File: src/rtl/trace_pkg.sv
// Shared definitions for the commit trace monitor.
// Holds the entry kind encodings, the trace entry field widths, the packed
// trace entry layout stored in the FIFO, and the default FIFO depth.
package trace_pkg;

  localparam int DEFAULT_DEPTH = 8;

  localparam int PC_W   = 32;
  localparam int ADDR_W = 32;
  localparam int DATA_W = 32;
  localparam int REG_W  = 5;

  localparam logic KIND_REG = 1'b0;
  localparam logic KIND_MEM = 1'b1;

  typedef struct packed {
    logic              kind;
    logic [PC_W-1:0]   pc;
    logic [ADDR_W-1:0] addr;
    logic [DATA_W-1:0] data;
  } trace_entry_t;

endpackage

File: src/rtl/commit_fifo.sv
// Trace entry storage: circular buffer with two push slots and one pop per cycle.
// Ports:
//   clk, reset           clock, asynchronous active-low reset
//   push0Valid_i/Entry_i first entry written this cycle
//   push1Valid_i/Entry_i second entry, written behind the first
//   pop_i                remove the head entry
//   headEntry_o          head entry, all zeros while empty
//   count_o              current occupancy
module commit_fifo
  import trace_pkg::*;
#(
  parameter int DEPTH = DEFAULT_DEPTH,
  localparam int AW = $clog2(DEPTH),
  localparam int CW = AW + 1
) (
  input  logic          clk,
  input  logic          reset,
  input  logic          push0Valid_i,
  input  trace_entry_t  push0Entry_i,
  input  logic          push1Valid_i,
  input  trace_entry_t  push1Entry_i,
  input  logic          pop_i,
  output trace_entry_t  headEntry_o,
  output logic [CW-1:0] count_o
);

  trace_entry_t  mem_q [DEPTH];
  logic [AW-1:0] wrPtr_q;
  logic [AW-1:0] rdPtr_q;
  logic [CW-1:0] count_q;

  logic [AW-1:0] wrPtrNext1;
  logic [1:0]    pushN;
  logic          popEff;

  // The second slot always lands directly behind the first; the pointer wraps
  // naturally because DEPTH is a power of two.
  assign wrPtrNext1 = wrPtr_q + AW'(1);
  assign pushN      = {1'b0, push0Valid_i} + {1'b0, push1Valid_i};
  assign popEff     = pop_i && (count_q != '0);

  // Storage carries no reset; empty slots are masked on the read side.
  always_ff @(posedge clk) begin
    if (push0Valid_i) mem_q[wrPtr_q] <= push0Entry_i;
    if (push1Valid_i) mem_q[wrPtrNext1] <= push1Entry_i;
  end

  always_ff @(posedge clk or negedge reset) begin
    if (!reset) begin
      wrPtr_q <= '0;
      rdPtr_q <= '0;
      count_q <= '0;
    end else begin
      wrPtr_q <= wrPtr_q + AW'(pushN);
      rdPtr_q <= rdPtr_q + AW'(popEff);
      count_q <= count_q + CW'(pushN) - CW'(popEff);
    end
  end

  assign headEntry_o = (count_q != '0) ? mem_q[rdPtr_q] : '0;
  assign count_o     = count_q;

endmodule

File: src/rtl/commit_trace_monitor.sv
// Commit trace monitor: turns CPU register and memory writes into a stream
// of trace entries buffered in a FIFO with a valid/ready consumer interface.
// Ports:
//   clk, reset                         clock, asynchronous active-low reset
//   PC                                 address of the committing instruction
//   RegWriteEn/Addr/Data               register-file write
//   MemWriteEn/Addr/Data               data-memory write
//   trace_valid/ready                  head handshake
//   trace_kind/pc/addr/data            head entry fields
//   count                              FIFO occupancy
//   overflow, drop_cnt                 sticky drop flag and saturating drop count
module commit_trace_monitor
  import trace_pkg::*;
#(
  parameter int DEPTH = DEFAULT_DEPTH,
  localparam int CW = $clog2(DEPTH) + 1
) (
  input  logic              clk,
  input  logic              reset,
  input  logic [PC_W-1:0]   PC,
  input  logic              RegWriteEn,
  input  logic [REG_W-1:0]  RegWriteAddr,
  input  logic [DATA_W-1:0] RegWriteData,
  input  logic              MemWriteEn,
  input  logic [ADDR_W-1:0] MemWriteAddr,
  input  logic [DATA_W-1:0] MemWriteData,
  output logic              trace_valid,
  input  logic              trace_ready,
  output logic              trace_kind,
  output logic [PC_W-1:0]   trace_pc,
  output logic [ADDR_W-1:0] trace_addr,
  output logic [DATA_W-1:0] trace_data,
  output logic [CW-1:0]     count,
  output logic              overflow,
  output logic [7:0]        drop_cnt
);

  logic         memEv;
  logic         regEv;
  logic [1:0]   numEv;
  logic         pop;
  logic [CW:0]  space;
  logic         accept;
  logic [8:0]   dropSum;
  logic         overflow_q;
  logic [7:0]   dropCnt_q;
  logic [7:0]   dropCnt_d;

  trace_entry_t memEntry;
  trace_entry_t regEntry;
  trace_entry_t push0Entry;
  logic         push0Valid;
  logic         push1Valid;
  trace_entry_t headEntry;

  // Event formation; writes to $0 are architecturally void and never traced.
  // When both events occur the memory event takes the first slot.
  always_comb begin
    memEv      = MemWriteEn;
    regEv      = RegWriteEn && (RegWriteAddr != '0);
    numEv      = {1'b0, memEv} + {1'b0, regEv};
    memEntry   = '{kind: KIND_MEM, pc: PC, addr: MemWriteAddr, data: MemWriteData};
    regEntry   = '{kind: KIND_REG, pc: PC, addr: ADDR_W'(RegWriteAddr), data: RegWriteData};
    pop        = trace_valid && trace_ready;
    // A same-edge pop frees one slot for this cycle's events.
    space      = (CW+1)'(DEPTH) - {1'b0, count} + {{CW{1'b0}}, pop};
    accept     = {{(CW-1){1'b0}}, numEv} <= space;
    push0Valid = accept && (memEv || regEv);
    push0Entry = memEv ? memEntry : regEntry;
    push1Valid = accept && memEv && regEv;
    dropSum    = {1'b0, dropCnt_q} + {7'b0, numEv};
    dropCnt_d  = dropSum[8] ? 8'hFF : dropSum[7:0];
  end

  commit_fifo #(.DEPTH(DEPTH)) u_fifo (
    .clk          (clk),
    .reset        (reset),
    .push0Valid_i (push0Valid),
    .push0Entry_i (push0Entry),
    .push1Valid_i (push1Valid),
    .push1Entry_i (regEntry),
    .pop_i        (pop),
    .headEntry_o  (headEntry),
    .count_o      (count)
  );

  // A cycle that does not fit is dropped as a whole; only reset clears the record.
  always_ff @(posedge clk or negedge reset) begin
    if (!reset) begin
      overflow_q <= 1'b0;
      dropCnt_q  <= '0;
    end else if (!accept) begin
      overflow_q <= 1'b1;
      dropCnt_q  <= dropCnt_d;
    end
  end

  assign trace_valid = (count != '0);
  assign trace_kind  = headEntry.kind;
  assign trace_pc    = headEntry.pc;
  assign trace_addr  = headEntry.addr;
  assign trace_data  = headEntry.data;
  assign overflow    = overflow_q;
  assign drop_cnt    = dropCnt_q;

endmodule

File: config.mk
export PLATFORM = sky130hd
export DESIGN_NAME = commit_trace_monitor
export DESIGN_NICKNAME = d
export VERILOG_FILES = /design/src/rtl/trace_pkg.sv /design/src/rtl/commit_fifo.sv /design/src/rtl/commit_trace_monitor.sv
export SDC_FILE = /design/constraint.sdc
export NUM_CORES = 1
export LEC_CHECK = 0
export BUFFER_PORTS_ARGS = -buffer_cell sky130_fd_sc_hd__buf_2
export CAP_MARGIN = 10
export CORE_MARGIN = 2
export CORE_UTILIZATION = 45
export DETAILED_ROUTE_END_ITERATION = 16
export GPL_TIMING_DRIVEN = 0
export HOLD_SLACK_MARGIN = 0.06
export PLACE_DENSITY_LB_ADDON = 0.08
export SYNTH_ARGS = -nofsm -noshare
export SYNTH_HDL_FRONTEND = slang
export SYNTH_SLANG_ARGS = --single-unit
File: constraint.sdc
create_clock -name clk -period 8.9 [get_ports clk]
set_input_delay 0.89 -clock clk [delete_from_list [all_inputs] [get_ports clk]]
set_output_delay 0.89 -clock clk [all_outputs]
set_load 0.05 [all_outputs]
# After elaboration in Yosys (flattened, before gate mapping)
# Memories as Yosys holds them, arrays and structs flattened.
# Index checks and enable logic that the tools add are counted.
dict set report word_totals {
  reg_bits 19
  ramBits 776
  output_inout_bits 111
  word_cells 33
  n_memories 1
}
# memory depth width rd rd_ports_with_merged_regs write_ports line
set mem_list {}
lappend mem_list {u_fifo.mem_q 8 97 1 0 2 commit_fifo.sv:27} ;# trace_entry_t mem_q [DEPTH];
dict set report classes {
  n_addsub 10
  magnitude_cmp 1
  muxes 7
  reduce_logical 9
}
# cell count
set op_table {}
lappend op_table {{97-bit two-way mux} 2}
lappend op_table {{8-bit by 2-bit adder with 9-bit output} 1}
lappend op_table {{8-bit two-way mux} 1}
lappend op_table {{1-bit logical AND} 6}
lappend op_table {{5-bit by 1-bit adder with 5-bit output} 1}
lappend op_table {{2-bit by 5-bit less-or-equal comparator with 1-bit output} 1}
lappend op_table {{5-bit nonzero test} 1}
lappend op_table {{4-bit by 4-bit subtractor with 5-bit output (first input constant)} 1}
lappend op_table {{1-bit by 1-bit adder with 2-bit output} 2}
lappend op_table {{4-bit by 2-bit adder with 4-bit output} 1}
lappend op_table {{1-bit two-way mux} 4}
lappend op_table {{4-bit nonzero test} 1}
lappend op_table {{4-bit by 1-bit subtractor with 4-bit output} 1}
lappend op_table {{3-bit by 1-bit adder with 3-bit output} 1}
lappend op_table {{3-bit by 1-bit adder with 3-bit output (second input constant)} 1}
lappend op_table {{3-bit by 2-bit adder with 3-bit output} 1}
lappend op_table {{1-bit logical OR} 1}

# Logic depth before layout (Yosys ltp)
# Gate-level depths: netlist of the first run.
dict set report depth {
  depth_word 9
  depth_mapped 27
  mapped_depth_nobuf 22
}

# By module
# From an unflattened synthesis of the first run, not the netlist that was laid out.
dict set report unflattened {
  hier_cells 2211
  hier_area_um2 40080.9
}
# mod n_inst cells_per_inst area_per_inst_um2 seq_area_each_um2
set modules_own_cells {}
lappend modules_own_cells {commit_fifo 1 2063 38769.7 23552.6}
lappend modules_own_cells {commit_trace_monitor 1 148 1311.3 225.2}

# Least setup slack after synthesis of the first run
# OpenSTA, ideal clock, no wires.
dict set report synth_timing {
  path_type {reg2reg}
  start {register u_fifo.count_q[2], in the netlist u_fifo.count_o[2]}
  end {register u_fifo.count_q[3], in the netlist u_fifo.count_o[3]}
  setup_time_ps 79
  arrival_time_ps 5319
  setup_slack_ps 3502
  path_stages_with_launch 28
  synth_period_minus_slack_ps 5398
  cell_sequence {dfrtp_1 -> inv_1 -> ha_1 -> and3_1 -> clkbuf_1 -> clkbuf_1 -> inv_1 -> nand2_1 -> ha_1 -> inv_1 -> ha_1 -> inv_1 -> ha_1 -> nor2b_1 -> o21ai_0 -> a211oi_2 -> buf_4 -> buf_2 -> buf_2 -> nor2_1 -> ha_1 -> inv_1 -> ha_1 -> inv_1 -> ha_1 -> a21o_1 -> a21oi_1 -> xor2_1}
}
dict set report synth_via {
  elab_chain_len 9
}
# element line
set synth_lines {}
lappend synth_lines {{start, declared} commit_fifo.sv:30} ;# logic [CW-1:0] count_q;
lappend synth_lines {{start signal, assigned} commit_fifo.sv:56} ;# count_q <= count_q + CW'(pushN) - CW'(popEff);
lappend synth_lines {{4-bit nonzero test *} commit_trace_monitor.sv:98} ;# assign trace_valid = (count != '0);
lappend synth_lines {{via trace_valid} commit_trace_monitor.sv:27} ;# output logic trace_valid,
lappend synth_lines {{1-bit logical AND} commit_trace_monitor.sv:64} ;# pop = trace_valid && trace_ready;
lappend synth_lines {{5-bit by 1-bit adder with 5-bit output} commit_trace_monitor.sv:66} ;# space = (CW+1)'(DEPTH) - {1'b0, count} + {{CW{1'b0}}, pop};
lappend synth_lines {{2-bit by 5-bit less-or-equal comparator with 1-bit output} commit_trace_monitor.sv:67} ;# accept = {{(CW-1){1'b0}}, numEv} <= space;
lappend synth_lines {{1-bit logical AND (2 in a row)} commit_trace_monitor.sv:70} ;# push1Valid = accept && memEv && regEv;
lappend synth_lines {{1-bit by 1-bit adder with 2-bit output} commit_fifo.sv:39} ;# assign pushN = {1'b0, push0Valid_i} + {1'b0, push1Valid_i};
lappend synth_lines {{4-bit by 2-bit adder with 4-bit output} commit_fifo.sv:56}
lappend synth_lines {{4-bit by 1-bit subtractor with 4-bit output *} commit_fifo.sv:56}
# The timed path passes the listed nets; every way through them passes the cells marked *.
# A chain may end at the register's enable or synchronous reset.

# Worst setup path in the final report of the first run
dict set report layout_timing {
  start {register u_fifo.count_q[2], in the netlist u_fifo.count_o[2]}
  end {register u_fifo.count_q[3], in the netlist u_fifo.count_o[3]}
}
dict set report layout_via {
  elab_chain_len 9
}
# element line
set layout_lines {}
lappend layout_lines {{branches (longest 8 deep; another with 4-bit by 4-bit subtractor with 5-bit output)} n/a}
lappend layout_lines {{4-bit by 1-bit subtractor with 4-bit output *} commit_fifo.sv:56}
# Every way passes the cells marked *.

==> impl_metrics.sql, run 1 <==
INSERT INTO impl_metrics (metric_group, metric, value, unit) VALUES
('synth', 'synth_flop_cell', 'sky130_fd_sc_hd__edfxtp_1', ''),
('finish', 'postLayoutCellArea', '0.04267', 'mm^2'),
('run_status', 'status', 'complete, no violations', ''),
('timing', 'clock-skew-final', '27.74', 'ps'),
('route', 'wire_length_per_cell_after_detailed_routing', '27.56', 'um'),
('timing', 'tightestPinTransition', '1275', 'ps'),
('synth', 'synth_edf_count', '552', ''),
('finish', 'most-common-layout-cells', 'sky130_fd_sc_hd__edfxtp_1, sky130_fd_sc_hd__nor2_1, sky130_fd_sc_hd__buf_2', ''),
('synth', 'share_of_the_synthesized_area_in_the_top_cell_type', '0.4446', ''),
('power_and_ir_drop', 'p_sw_frac', '0.4248', ''),
('global_routing', 'number_of_global_route_vias_before_repair', '26470', ''),
('critical_path', 'critical_path_arrival', '7710', 'ps'),
('synth', 'synthCells', '2772', ''),
('timing', 'hold_ws', '209.1', 'ps'),
('route', 'ratio_of_routed_vias_to_standard_cells', '6.055', ''),
('synth', 'synth_top_cells_by_area', 'sky130_fd_sc_hd__edfxtp_1, sky130_fd_sc_hd__dfxtp_1, sky130_fd_sc_hd__mux4_2, sky130_fd_sc_hd__a22oi_1, sky130_fd_sc_hd__a22o_1', ''),
('floorplanning', 'die_area', '0.08518', 'mm^2'),
('place', 'gp_congestion', '0.8508', ''),
('synth', 'synth_nets', '2933', ''),
('synth', 'yosys_register_bits', '795', ''),
('critical_path', 'worst-setup-path-type', 'flip-flop to flip-flop', ''),
('timing', 'period_share', '0.8054', ''),
('power_and_ir_drop', 'net_switching', '7679', 'uW'),
('route', 'dr.first_iter.drc_count', '2824', ''),
('critical_path', 'crit_path_top_delay_cell', 'sky130_fd_sc_hd__clkbuf_1', ''),
('critical_path', 'start_kind', 'flip-flop', ''),
('synth', 'synth.area.mux_share', '0.1556', ''),
('synth', 'synth_top_family_by_area', 'multiplexers', ''),
('synth', 'ys.warnings.count', '0', ''),
('power_and_ir_drop', 'standby_leakage_power', '0.01635', 'uW'),
('clock_network', 'post_cts_setup_buffers', '0', ''),
('synth', 'synthArstFlopShare', '0.02390', ''),
('synth', 'post_synth_and_or_nand_nor_area_fraction', '0.09688', ''),
('finish', 'fin_nets', '3244', ''),
('power_and_ir_drop', 'ir_worst_vdd', '0.2638', 'mV'),
('clock_network', 'clock_latency', '650', 'ps'),
('synth', 'synth_xor_xnor_area_share', '0.001409', ''),
('global_routing', 'global_route.usage.total', '0.2722', ''),
('critical_path', 'worst-path-max-fanout', '10', ''),
('clock_network', 'cts.hold.buffers_added', '0', ''),
('global_routing', 'gr-usage-met3', '0.05541', ''),
('critical_path', 'crit_path_max_incr_delay', '960', 'ps'),
('clock_network', 'clock_tree.buffer_depth', '3', ''),
('timing', 'timing.final.setup_violations', '0', ''),
('global_routing', 'gr-total-overflow', '0', ''),
('route', 'drt_pre_antenna_iters', '6', ''),
('timing', 'timing_hold_violations_final', '0', ''),
('global_routing', 'grt_max_degree', '56', ''),
('global_routing', 'grt_util_met1', '0.3607', ''),
('power_and_ir_drop', 'clkPwrFrac', '0.193', ''),
('timing', 'fmaxAchievable', '0.1395', 'GHz'),
('finish', 'syn_to_final_growth', '14.43', '%'),
('finish', 'fillers', '7045', ''),
('power_and_ir_drop', 'seq_power_share', '0.327', ''),
('timing', 'fin_tns_setup', '0', 'ps'),
('critical_path', 'buf_inv_on_cp', '11', ''),
('critical_path', 'crit_top_cell', 'sky130_fd_sc_hd__ha_1', ''),
('synth', 'synth_compound_area_frac', '0.1164', ''),
('place', 'hpwlAfterDp', '75850', 'um'),
('global_routing', 'grt_most_used_layer', 'met2', ''),
('power_and_ir_drop', 'power.total', '18080', 'uW'),
('clock_network', 'path_clk_slew', '60', 'ps'),
('clock_network', 'numCtsBuffers', '87', ''),
('global_routing', 'grt_first_pass_wirelength', '172100', 'um'),
('timing', 'rsz0062_at_grt', 'false', ''),
('place', 'placed_area', '0.03996', 'mm^2'),
('place', 'portBuffers', '212', ''),
('power_and_ir_drop', 'p_int', '10400', 'uW'),
('floorplanning', 'start_util', '0.4541', ''),
('floorplanning', 'chipHeight', '291.9', 'um'),
('route', 'finalWirelength', '116500', 'um');
-- power by group through the flow --
stage | registers [uW] | logic (uW) | clock network [uW]
2_1_floorplan | 5920 | 5960 | 0
3_3_place_gp | 5960 | 8480 | 0
3_5_place_dp | 5980 | 8700 | 0
4_1_cts | 5910 | 8720 | 3520
5_1_grt | 6020 | 9180 | 3660
6_report | 5910 | 8670 | 3490
-- final timing paths --
check | endpoint | cells after the start | slack, ps | from
min in group clk | u_fifo.mem_q[7][52]$_SDFFE_PP0P_ | 1 | 470 | u_fifo.mem_q[7][52]$_SDFFE_PP0P_
worst min register to register | u_fifo.mem_q[7][52]$_SDFFE_PP0P_ | 1 | 470 | u_fifo.mem_q[7][52]$_SDFFE_PP0P_
worst max-delay path | u_fifo.count_o[3]$_DFF_PN0_ | 27 | 1730 | u_fifo.count_o[2]$_DFF_PN0_
worst max register to register | u_fifo.count_o[3]$_DFF_PN0_ | 27 | 1730 | u_fifo.count_o[2]$_DFF_PN0_
worst min-delay path | drop_cnt[4]$_DFFE_PN0P_ | 1 | 210 | reset
max in group asynchronous | u_fifo.count_o[2]$_DFF_PN0_ | 1 | 8340 | reset
-- through the flow --
stage / util / instances
after floorplan: - / 2772
after global placement: 0.4833 / 4054
after detailed placement: 0.4866 / 4064
after CTS: 0.5196 / 4225
after global routing: 0.5196 / 4226
final: 0.5196 / 4226
-- logic make-up (layout without fill, tap and decap cells) --
logic type               Yosys count  count (layout)
flip-flops                       795             795
other                              0               1
multiplexers                     332             332
buffers and inverters            336             719
adder cells (fa/ha/maj)           23              23
AND/OR/NAND/NOR                  739             739
XOR/XNOR                           6               6
AO/OA/AOI/OAI                    541             541
-- Yosys cell counts (all sizes together) (5+ instances only) --
cell      n
a22oi   296
inv      27
mux2     41
and2    288
mux4    194
a22o    224
ha       20
dfxtp   224
clkbuf   91
nor2    404
nor3     13
o21ai    10
mux2i    97
buf     218
nor4      6
xor2      5
nand2    12
edfxtp  552
dfrtp    19
-- final cells by class --
cell class / instances / area, um^2 / share of cell area
antenna: 1 / 2.502 / 0.00005865
buffer: 309 / 1550 / 0.03633
clock buffer: 116 / 2369 / 0.05551
clock inverter: 45 / 340.3 / 0.007976
inverter: 27 / 101.3 / 0.002375
multi-input combinational: 1641 / 14120 / 0.3309
sequential: 795 / 21540 / 0.5047
tap: 1070 / 1339 / 0.03138
timing repair buffer: 222 / 1311 / 0.03073
-- state kept, by name (all words and copies together), names as in the netlist --
name,cells
drop_cnt,8
u_fifo.count_o,4
u_fifo.rdPtr_q,3
overflow,1
u_fifo.mem_q,776
u_fifo.wrPtr_q,3
-- routing by layer --
metal | routed length (um) | vias up
li1 | - | 11160
met1 | 47320 | 13010
met2 | 55750 | 1148
met3 | 9291 | 251
met4 | 4041 | 14
met5 | 85 | -
-- worst register-to-register path, delay by kind of cell (launching register included) --
kind                       cells  cell delay [ps]
and+or+nand+nor                4              600
buffers and inverters         11             3210
adders and majority gates      7             1630
DFF                            1              390
xor gates and xnor gates       1              160
AOI/OAI and AO/OA              4             1110
Power figures use the tool's default switching activity.
==> run 2, diff against run 1 <==
==> constraint.sdc (replaced) <==
create_clock -name clk -period 7.39 [get_ports clk]
set_input_delay 0.739 -clock clk [delete_from_list [all_inputs] [get_ports clk]]
set_output_delay 0.739 -clock clk [all_outputs]
set_load 0.05 [all_outputs]
==> run 2 against run 1 <==
Final cell count about the same; via count up 0.75%; register-to-register slack worse by 1200 ps; clock-buffer cell count unchanged; non-clock buffer count up 1; sequential share of layout area about the same; sequential power up 20%; combinational power up 20%; global-route usage about the same; critical endpoint unchanged; largest power group unchanged.
==> impl_metrics.sql, run 2 (same netlist as run 1, synthesis figures left out) <==
INSERT INTO impl_metrics (metric_group, metric, value, unit) VALUES
('run_status', 'status', 'complete, no violations', ''),
('critical_path', 'critPathCaptureType', 'flip-flop', ''),
('finish', 'syn_to_final_growth', '14.47', '%'),
('worst_hold_path', 'holdCritPathClass', 'input port to flip-flop', ''),
('finish', 'multi_input_comb_area', '0.01412', 'mm^2'),
('critical_path', 'worst-path-max-fanout', '10', ''),
('route', 'met2WireLength', '55770', 'um'),
('critical_path', 'worst-setup-path-type', 'flip-flop to flip-flop', ''),
('clock_network', 'clock_tree.buffer_depth', '3', ''),
('critical_path', 'worst-endpoint-required', '7940', 'ps'),
('global_routing', 'grt_max_degree', '56', ''),
('timing', 'max-slew-margin-rel', '0.1717', ''),
('clock_network', 'ctsHtreeMaxLevel', '3', ''),
('route', 'top_layer_used', 'met5', ''),
('floorplanning', 'die_area', '0.08518', 'mm^2'),
('route', 'overall_via_count_from_detail_route', '25780', ''),
('clock_network', 'post_cts_setup_buffers', '0', ''),
('floorplanning', 'chipHeight', '291.9', 'um'),
('timing', 'timing.final.setup_violations', '0', ''),
('finish', 'largest_reg_flops', '776', ''),
('finish', 'postLayoutCellArea', '0.04268', 'mm^2'),
('flow_run', 'max_cap_violations', '0', ''),
('finish', 'fin_nets', '3245', ''),
('finish', 'layout.cells.most_common', 'sky130_fd_sc_hd__edfxtp_1', ''),
('place', 'placed_area', '0.03996', 'mm^2'),
('timing', 'clock-skew-final', '28.01', 'ps'),
('power_and_ir_drop', 'ir_worst_vdd', '0.3181', 'mV'),
('global_routing', 'gr-total-overflow', '0', ''),
('floorplanning', 'io-pin-count', '249', ''),
('place', 'portBuffers', '212', ''),
('timing', 'postLayoutSetupSlackWorst', '565.2', 'ps'),
('timing', 'period_share', '0.9235', ''),
('place', 'hpwlAfterDp', '75850', 'um'),
('finish', 'finish.utilization', '0.5198', ''),
('finish', 'register_area', '0.02154', 'mm^2'),
('clock_network', 'numCtsBuffers', '87', ''),
('clock_network', 'numClockSinks', '795', ''),
('timing', 'finalCriticalPeriod', '6825', 'ps'),
('timing', 'timing_hold_violations_final', '0', ''),
('critical_path', 'start_kind', 'flip-flop', ''),
('global_routing', 'number_of_global_route_vias_before_repair', '26480', ''),
('timing', 'fin_tns_setup', '0', 'ps'),
('critical_path', 'critical_path_arrival', '7370', 'ps'),
('route', 'drc', '0', ''),
('floorplanning', 'start_util', '0.4541', ''),
('clock_network', 'clock_latency', '650', 'ps'),
('global_routing', 'antenna_found_initial', '9', ''),
('timing', 'rsz0062_at_grt', 'false', ''),
('route', 'ratio_of_routed_vias_to_standard_cells', '6.098', ''),
('floorplanning', 'row_count', '105', ''),
('place', 'gp_congestion', '0.8508', ''),
('timing', 'tightestPinTransition', '1242', 'ps'),
('timing', 'fmaxAchievable', '0.1465', 'GHz'),
('route', 'met3RoutedLength', '9349', 'um'),
('finish', 'fillers', '7044', ''),
('floorplanning', 'fp.dieW', '291.9', 'um'),
('power_and_ir_drop', 'standby_leakage_power', '0.01636', 'uW'),
('power_and_ir_drop', 'p_per_area', '510.2', 'mW/mm^2'),
('route', 'wire_length_per_cell_after_detailed_routing', '27.52', 'um'),
('global_routing', 'grt_first_pass_wirelength', '172100', 'um'),
('place', 'dp_worst_setup_slack', '286.5', 'ps'),
('route', 'drtAntennaViolNets', '0', ''),
('finish', 'most-common-layout-cells', 'sky130_fd_sc_hd__edfxtp_1, sky130_fd_sc_hd__nor2_1, sky130_fd_sc_hd__buf_2', ''),
('clock_network', 'clock_tree_from_tritoncts', 'done', ''),
('route', 'finalWirelength', '116300', 'um'),
('finish', 'largest_register', 'u_fifo.mem_q', ''),
('clock_network', 'root_buffer', 'sky130_fd_sc_hd__clkbuf_16', ''),
('floorplanning', 'floorplan_core_area', '0.08211', 'mm^2'),
('route', 'drt_pre_antenna_iters', '6', ''),
('clock_network', 'path_clk_slew', '60', 'ps'),
('route', 'detail_route.wirelength.met1', '47100', 'um'),
('route', 'dr.first_iter.drc_count', '2765', ''),
('finish', 'post_route_cells_drive_above_1_share', '0.2430', ''),
('global_routing', 'global_route.usage.total', '0.2722', ''),
('timing', 'final-max-slew-violation-count', '0', '');
==> run 2: cell types whose count changed in the layout (fill, tap and decap cells not counted) <==
cell / before / now
sky130_fd_sc_hd__clkbuf_1: 99 / 98
sky130_fd_sc_hd__clkbuf_2: 12 / 13
sky130_fd_sc_hd__diode_2: 1 / 2
sky130_fd_sc_hd__dlygate4sd3_1: 0 / 1
==> run 2: final cells by class <==
class,count,share of cell area
diodes,2,0.0001173
plain buffers,309,0.03635
clock buffers,116,0.05549
clock inverters,45,0.007974
inverters,27,0.002375
multi-input cells,1641,0.3308
flip-flops and latches,795,0.5046
well taps,1070,0.03137
repair buffers,223,0.03096
==> run 2: path summary, 6_finish.rpt <==
| check | startpoint | end | slack [ps] | cells after the start |
|---|---|---|---|---|
| max | u_fifo.count_o[2]$_DFF_PN0_ | u_fifo.count_o[3]$_DFF_PN0_ | 570 | 27 |
| min | PC[20] | u_fifo.mem_q[7][84]$_DFFE_PP_ | 460 | 2 |
| max reg2reg | u_fifo.count_o[2]$_DFF_PN0_ | u_fifo.count_o[3]$_DFF_PN0_ | 570 | 27 |
| min reg2reg | u_fifo.mem_q[6][59]$_SDFFE_PP0P_ | u_fifo.mem_q[6][59]$_SDFFE_PP0P_ | 470 | 1 |
| max in group asynchronous | reset | u_fifo.count_o[2]$_DFF_PN0_ | 6350 | 2 |
| min in group asynchronous | reset | drop_cnt[4]$_DFFE_PN0P_ | 690 | 2 |
==> run 2: timing repair <==
item                       4_1_cts  5_1_grt
hold buffers                     1        0
hold endpoints to repair        10        0
setup endpoints to repair        0        2
gates resized for setup          0        3
==> run 2: critical path: stages, from the launching register on <==
cell and delay (ps):
sky130_fd_sc_hd__dfrtp_1 390, sky130_fd_sc_hd__inv_1 150, sky130_fd_sc_hd__ha_1 170, sky130_fd_sc_hd__and3_1 150, sky130_fd_sc_hd__clkbuf_1 720, sky130_fd_sc_hd__clkbuf_2 640
sky130_fd_sc_hd__inv_1 130, sky130_fd_sc_hd__nand2_1 230, sky130_fd_sc_hd__ha_1 210, sky130_fd_sc_hd__inv_1 60, sky130_fd_sc_hd__ha_1 270, sky130_fd_sc_hd__inv_1 40
sky130_fd_sc_hd__ha_1 280, sky130_fd_sc_hd__nor2b_1 110, sky130_fd_sc_hd__o21ai_0 120, sky130_fd_sc_hd__a211oi_2 660, sky130_fd_sc_hd__buf_4 340, sky130_fd_sc_hd__buf_2 260
sky130_fd_sc_hd__buf_2 340, sky130_fd_sc_hd__nor2_1 90, sky130_fd_sc_hd__ha_1 230, sky130_fd_sc_hd__inv_1 90, sky130_fd_sc_hd__ha_1 230, sky130_fd_sc_hd__inv_1 100
sky130_fd_sc_hd__ha_1 240, sky130_fd_sc_hd__a21o_1 160, sky130_fd_sc_hd__a21oi_1 170, sky130_fd_sc_hd__xor2_1 160
==> run 2: per-stage QoR <==
stage	hold slack [ps]	instances	total power [uW]
floorplan	443.4	2772	14300
global placement	454.9	4054	17390
detailed placement	458.2	4064	17670
CTS	432.3	4226	21860
global route	466.7	4227	22710
finish	461.6	4228	21780
==> run 2: per-layer routing <==
metal,track usage,vias to the layer above
met3,0.05503,244
met4,0.09832,12
met5,0,-
met1,0.3608,13150
li1,-,11170
met2,0.4452,1204
==> run 2: power by group <==
| part | leakage, uW | internal (uW) | switching (uW) |
|---|---|---|---|
| logic | 0.00763 | 3500 | 6950 |
| registers | 0.00738 | 6630 | 490 |
| clock network | 0.00135 | 2390 | 1820 |
==> run 3, diff against run 2 <==
--- a/config.mk
+++ b/config.mk
@@ -5,7 +5,7 @@
 export SDC_FILE = /design/constraint.sdc
 export NUM_CORES = 1
 export LEC_CHECK = 0
-export BUFFER_PORTS_ARGS = -buffer_cell sky130_fd_sc_hd__buf_2
+export BUFFER_PORTS_ARGS = -buffer_cell sky130_fd_sc_hd__clkbuf_2
 export CAP_MARGIN = 10
 export CORE_MARGIN = 2
 export CORE_UTILIZATION = 45
@@ -15,4 +15,5 @@
 export PLACE_DENSITY_LB_ADDON = 0.08
 export SYNTH_ARGS = -nofsm -noshare
 export SYNTH_HDL_FRONTEND = slang
+export SYNTH_HIERARCHICAL = 1
 export SYNTH_SLANG_ARGS = --single-unit
==> run 3 against run 2 <==
Critical path depth shrank 7; critical endpoint is now u_fifo/mem_q[5][22]$_DFFE_PP_; power decreased by 2.9%; largest cell class unchanged; non-clock buffer count down 84; highest routed layer unchanged; largest power group unchanged; clock-buffer cell count increased by 3; maximum frequency about the same; setup slack about the same.
==> impl_metrics.sql, run 3 <==
INSERT INTO impl_metrics (metric_group, metric, value, unit) VALUES
('power_and_ir_drop', 'standby_leakage_power', '0.01695', 'uW'),
('timing', 'timing_hold_violations_final', '0', ''),
('critical_path', 'worst-endpoint-required', '7720', 'ps'),
('critical_path', 'critPathCaptureType', 'flip-flop', ''),
('synth', 'synthCells', '2211', ''),
('floorplanning', 'row_count', '109', ''),
('timing', 'postLayoutSetupSlackWorst', '565.4', 'ps'),
('route', 'ratio_of_routed_vias_to_standard_cells', '5.626', ''),
('synth', 'synth_top_cells_by_area', 'sky130_fd_sc_hd__edfxtp_1, sky130_fd_sc_hd__mux2_2, sky130_fd_sc_hd__mux4_2, sky130_fd_sc_hd__a22o_1, sky130_fd_sc_hd__dfrtp_1', ''),
('synth', 'synth_cell_type_count', '46', ''),
('clock_network', 'path_clk_slew', '60', 'ps'),
('synth', 'synthArstFlopShare', '0.02390', ''),
('floorplanning', 'fp.dieW', '302.4', 'um'),
('route', 'dr.first_iter.drc_count', '1579', ''),
('flow_run', 'max_cap_violations', '0', ''),
('finish', 'largest_reg_flops', '776', ''),
('finish', 'finish.utilization', '0.5368', ''),
('finish', 'fillers', '7258', ''),
('synth', 'post-synth-top-count-cell', 'sky130_fd_sc_hd__mux2_2', ''),
('timing', 'tightestPinTransition', '1206', 'ps'),
('power_and_ir_drop', 'ir_worst_vdd', '0.4553', 'mV'),
('timing', 'rsz0062_at_grt', 'false', ''),
('timing', 'timing.final.setup_violations', '0', ''),
('finish', 'layout.cells.most_common', 'sky130_fd_sc_hd__mux2_2', ''),
('power_and_ir_drop', 'power.combinational.fraction', '0.465', ''),
('power_and_ir_drop', 'net_switching', '8448', 'uW'),
('clock_network', 'clock_tree_from_tritoncts', 'done', ''),
('critical_path', 'start_kind', 'flip-flop', ''),
('clock_network', 'numCtsBuffers', '90', ''),
('place', 'gp_congestion', '0.7389', ''),
('finish', 'fin_nets', '2976', ''),
('route', 'drt_pre_antenna_iters', '5', ''),
('synth', 'synthesis.area', '0.04008', 'mm^2'),
('clock_network', 'root_buffer', 'sky130_fd_sc_hd__clkbuf_16', ''),
('floorplanning', 'floorplan_core_area', '0.08837', 'mm^2'),
('place', 'dp_worst_setup_slack', '185.2', 'ps'),
('clock_network', 'ctsHtreeMaxLevel', '3', ''),
('finish', 'post_route_cells_drive_above_1_share', '0.5237', ''),
('finish', 'postLayoutCellArea', '0.04744', 'mm^2'),
('timing', 'hold_ws', '489.5', 'ps'),
('timing', 'fmaxAchievable', '0.1465', 'GHz'),
('synth', 'synth.top_cells.by_count', 'sky130_fd_sc_hd__mux2_2, sky130_fd_sc_hd__edfxtp_1, sky130_fd_sc_hd__mux4_2, sky130_fd_sc_hd__a22o_1, sky130_fd_sc_hd__buf_2', ''),
('timing', 'clock-skew-final', '21.84', 'ps'),
('place', 'portBuffers', '248', ''),
('floorplanning', 'die_area', '0.09147', 'mm^2'),
('global_routing', 'antenna_found_initial', '8', ''),
('finish', 'most-common-layout-cells', 'sky130_fd_sc_hd__mux2_2, sky130_fd_sc_hd__edfxtp_1, sky130_fd_sc_hd__clkbuf_2', ''),
('clock_network', 'clock_latency', '640', 'ps'),
('place', 'placed_area', '0.04464', 'mm^2'),
('finish', 'register_area', '0.02378', 'mm^2'),
('timing', 'finalCriticalPeriod', '6825', 'ps'),
('run_status', 'status', 'complete, no violations', ''),
('critical_path', 'critical_path_arrival', '7160', 'ps'),
('synth', 'ys.warnings.count', '6', ''),
('power_and_ir_drop', 'p_sw_frac', '0.3994', ''),
('power_and_ir_drop', 'p_int', '12710', 'uW'),
('finish', 'largest_register', 'u_fifo/mem_q', ''),
('synth', 'synth_flop_cell', 'sky130_fd_sc_hd__edfxtp_1', ''),
('timing', 'period_share', '0.9235', ''),
('timing', 'final-max-slew-violation-count', '0', ''),
('synth', 'share_of_the_synthesized_area_in_the_top_cell_type', '0.5814', ''),
('floorplanning', 'chipHeight', '302.4', 'um'),
('synth', 'synth.avg_cell_area', '18.13', 'um^2'),
('route', 'drtAntennaViolNets', '0', ''),
('route', 'overall_via_count_from_detail_route', '22800', ''),
('power_and_ir_drop', 'seq_power_share', '0.332', ''),
('place', 'hpwlAfterDp', '73260', 'um'),
('global_routing', 'grt_max_degree', '40', ''),
('synth', 'synth_edf_count', '776', ''),
('finish', 'syn_to_final_growth', '18.35', '%'),
('power_and_ir_drop', 'p_per_area', '445.9', 'mW/mm^2'),
('finish', 'multi_input_comb_area', '0.01642', 'mm^2'),
('synth', 'synth.largest_area_cell', 'sky130_fd_sc_hd__edfxtp_1', ''),
('critical_path', 'worst-setup-path-type', 'flip-flop to flip-flop', ''),
('critical_path', 'worst-path-max-fanout', '21', ''),
('global_routing', 'grt_first_pass_wirelength', '162800', 'um'),
('clock_network', 'numClockSinks', '795', ''),
('global_routing', 'gr-total-overflow', '0', ''),
('worst_hold_path', 'holdCritPathClass', 'flip-flop to flip-flop', ''),
('synth', 'yosys_register_bits', '795', ''),
('route', 'finalWirelength', '111700', 'um'),
('global_routing', 'number_of_global_route_vias_before_repair', '24050', ''),
('clock_network', 'post_cts_setup_buffers', '0', ''),
('floorplanning', 'io-pin-count', '249', ''),
('route', 'wire_length_per_cell_after_detailed_routing', '27.57', 'um'),
('synth', 'synth-seq-area-share', '0.5932', ''),
('floorplanning', 'start_util', '0.4535', ''),
('clock_network', 'clock_tree.buffer_depth', '3', ''),
('power_and_ir_drop', 'clkPwrFrac', '0.203', ''),
('timing', 'max-slew-margin-rel', '0.1960', ''),
('route', 'drc', '0', ''),
('global_routing', 'global_route.usage.total', '0.2463', '');
## run 3: cell count changes after synthesis, sizes merged, moves of 7 or more
| cell | before | now |
|---|---|---|
| a22o | 224 | 97 |
| a22oi | 296 | 0 |
| and2 | 288 | 28 |
| buf | 218 | 107 |
| clkbuf | 91 | 49 |
| dfxtp | 224 | 0 |
| edfxtp | 552 | 776 |
| inv | 27 | 20 |
| mux2 | 41 | 820 |
| mux2i | 97 | 1 |
| nor2 | 404 | 4 |
## run 3: kinds of logic after synthesis
family,Yosys count,synth area share
flip-flops,795,0.5932
buffers and inverters,176,0.02020
multiplexers,1015,0.3397
adder cells (fa/ha/maj),20,0.006805
AND/OR/NAND/NOR,84,0.01342
other,1,0.00009356
AO/OA/AOI/OAI,111,0.02360
XOR/XNOR,9,0.002903
## run 3: worst max-delay path, cell delays in order (launching register included)
cell and delay (ps):
sky130_fd_sc_hd__dfrtp_1 460, sky130_fd_sc_hd__or4_1 580, sky130_fd_sc_hd__nand2_1 160, sky130_fd_sc_hd__ha_1 190, sky130_fd_sc_hd__inv_1 50, sky130_fd_sc_hd__ha_1 260
sky130_fd_sc_hd__inv_1 40, sky130_fd_sc_hd__ha_1 290, sky130_fd_sc_hd__nor2b_1 140, sky130_fd_sc_hd__o211ai_2 360, sky130_fd_sc_hd__nor2_1 220, sky130_fd_sc_hd__nor3_1 670
sky130_fd_sc_hd__nand2b_1 300, sky130_fd_sc_hd__nor3_4 750, sky130_fd_sc_hd__buf_2 470, sky130_fd_sc_hd__buf_4 300, sky130_fd_sc_hd__o21bai_4 340, sky130_fd_sc_hd__buf_12 270
sky130_fd_sc_hd__buf_12 230, sky130_fd_sc_hd__buf_16 200, sky130_fd_sc_hd__buf_16 170
## run 3: power by group through the flow
stage	clock (uW)	sequential [uW]	combinational (uW)
2_1_floorplan	0	7320	6470
3_3_place_gp	0	7620	9250
3_5_place_dp	0	7130	9960
4_1_cts	4390	7030	9980
5_1_grt	4560	7130	10400
6_report	4290	7020	9840
## run 3: layout make-up
class | instances | area share
antenna | 3 | 0.0001583
buffer | 156 | 0.01548
clock buffer | 119 | 0.05133
clock inverter | 40 | 0.007201
inverter | 20 | 0.001583
multi-input combinational | 1463 | 0.3462
sequential | 795 | 0.5013
tap | 1165 | 0.03073
timing repair buffer | 292 | 0.04611
## run 3: final timing paths
check,from,endpoint,slack [ps],cells after the start
min reg2reg,u_fifo/rdPtr_q[2]$_DFF_PN0_,u_fifo/rdPtr_q[2]$_DFF_PN0_,490,1
min in group asynchronous,reset,drop_cnt[7]$_DFFE_PN0N_,620,2
min,u_fifo/rdPtr_q[2]$_DFF_PN0_,u_fifo/rdPtr_q[2]$_DFF_PN0_,490,1
max in group asynchronous,reset,u_fifo/rdPtr_q[0]$_DFF_PN0_,6430,2
max reg2reg,u_fifo/count_o[1]$_DFF_PN0_,u_fifo/mem_q[5][22]$_DFFE_PP_,570,20
max,u_fifo/count_o[1]$_DFF_PN0_,u_fifo/mem_q[5][22]$_DFFE_PP_,570,20
## run 3: metal layers
layer / up-vias / wire, um / global-route usage
met5: - / 51 / 0
met2: 670 / 56900 / 0.4255
li1: 10120 / - / -
met3: 169 / 6116 / 0.03652
met4: 8 / 2847 / 0.07260
met1: 11830 / 45820 / 0.3235
## run 3: timing repair
action | in CTS | in global routing
hold buffers | 1 | 0
resized for setup | 0 | 0
hold endpoints to repair | 19 | 0
## run 3: per-stage QoR
stage | setup TNS, ps | std cells | power (uW)
CTS | 0 | 4050 | 21410
detailed placement | 0 | 3890 | 17080
finish | 0 | 4053 | 21150
global placement | -4676600 | 3847 | 16870
global route | 0 | 4052 | 22050
floorplan | -479100 | 2434 | 13790
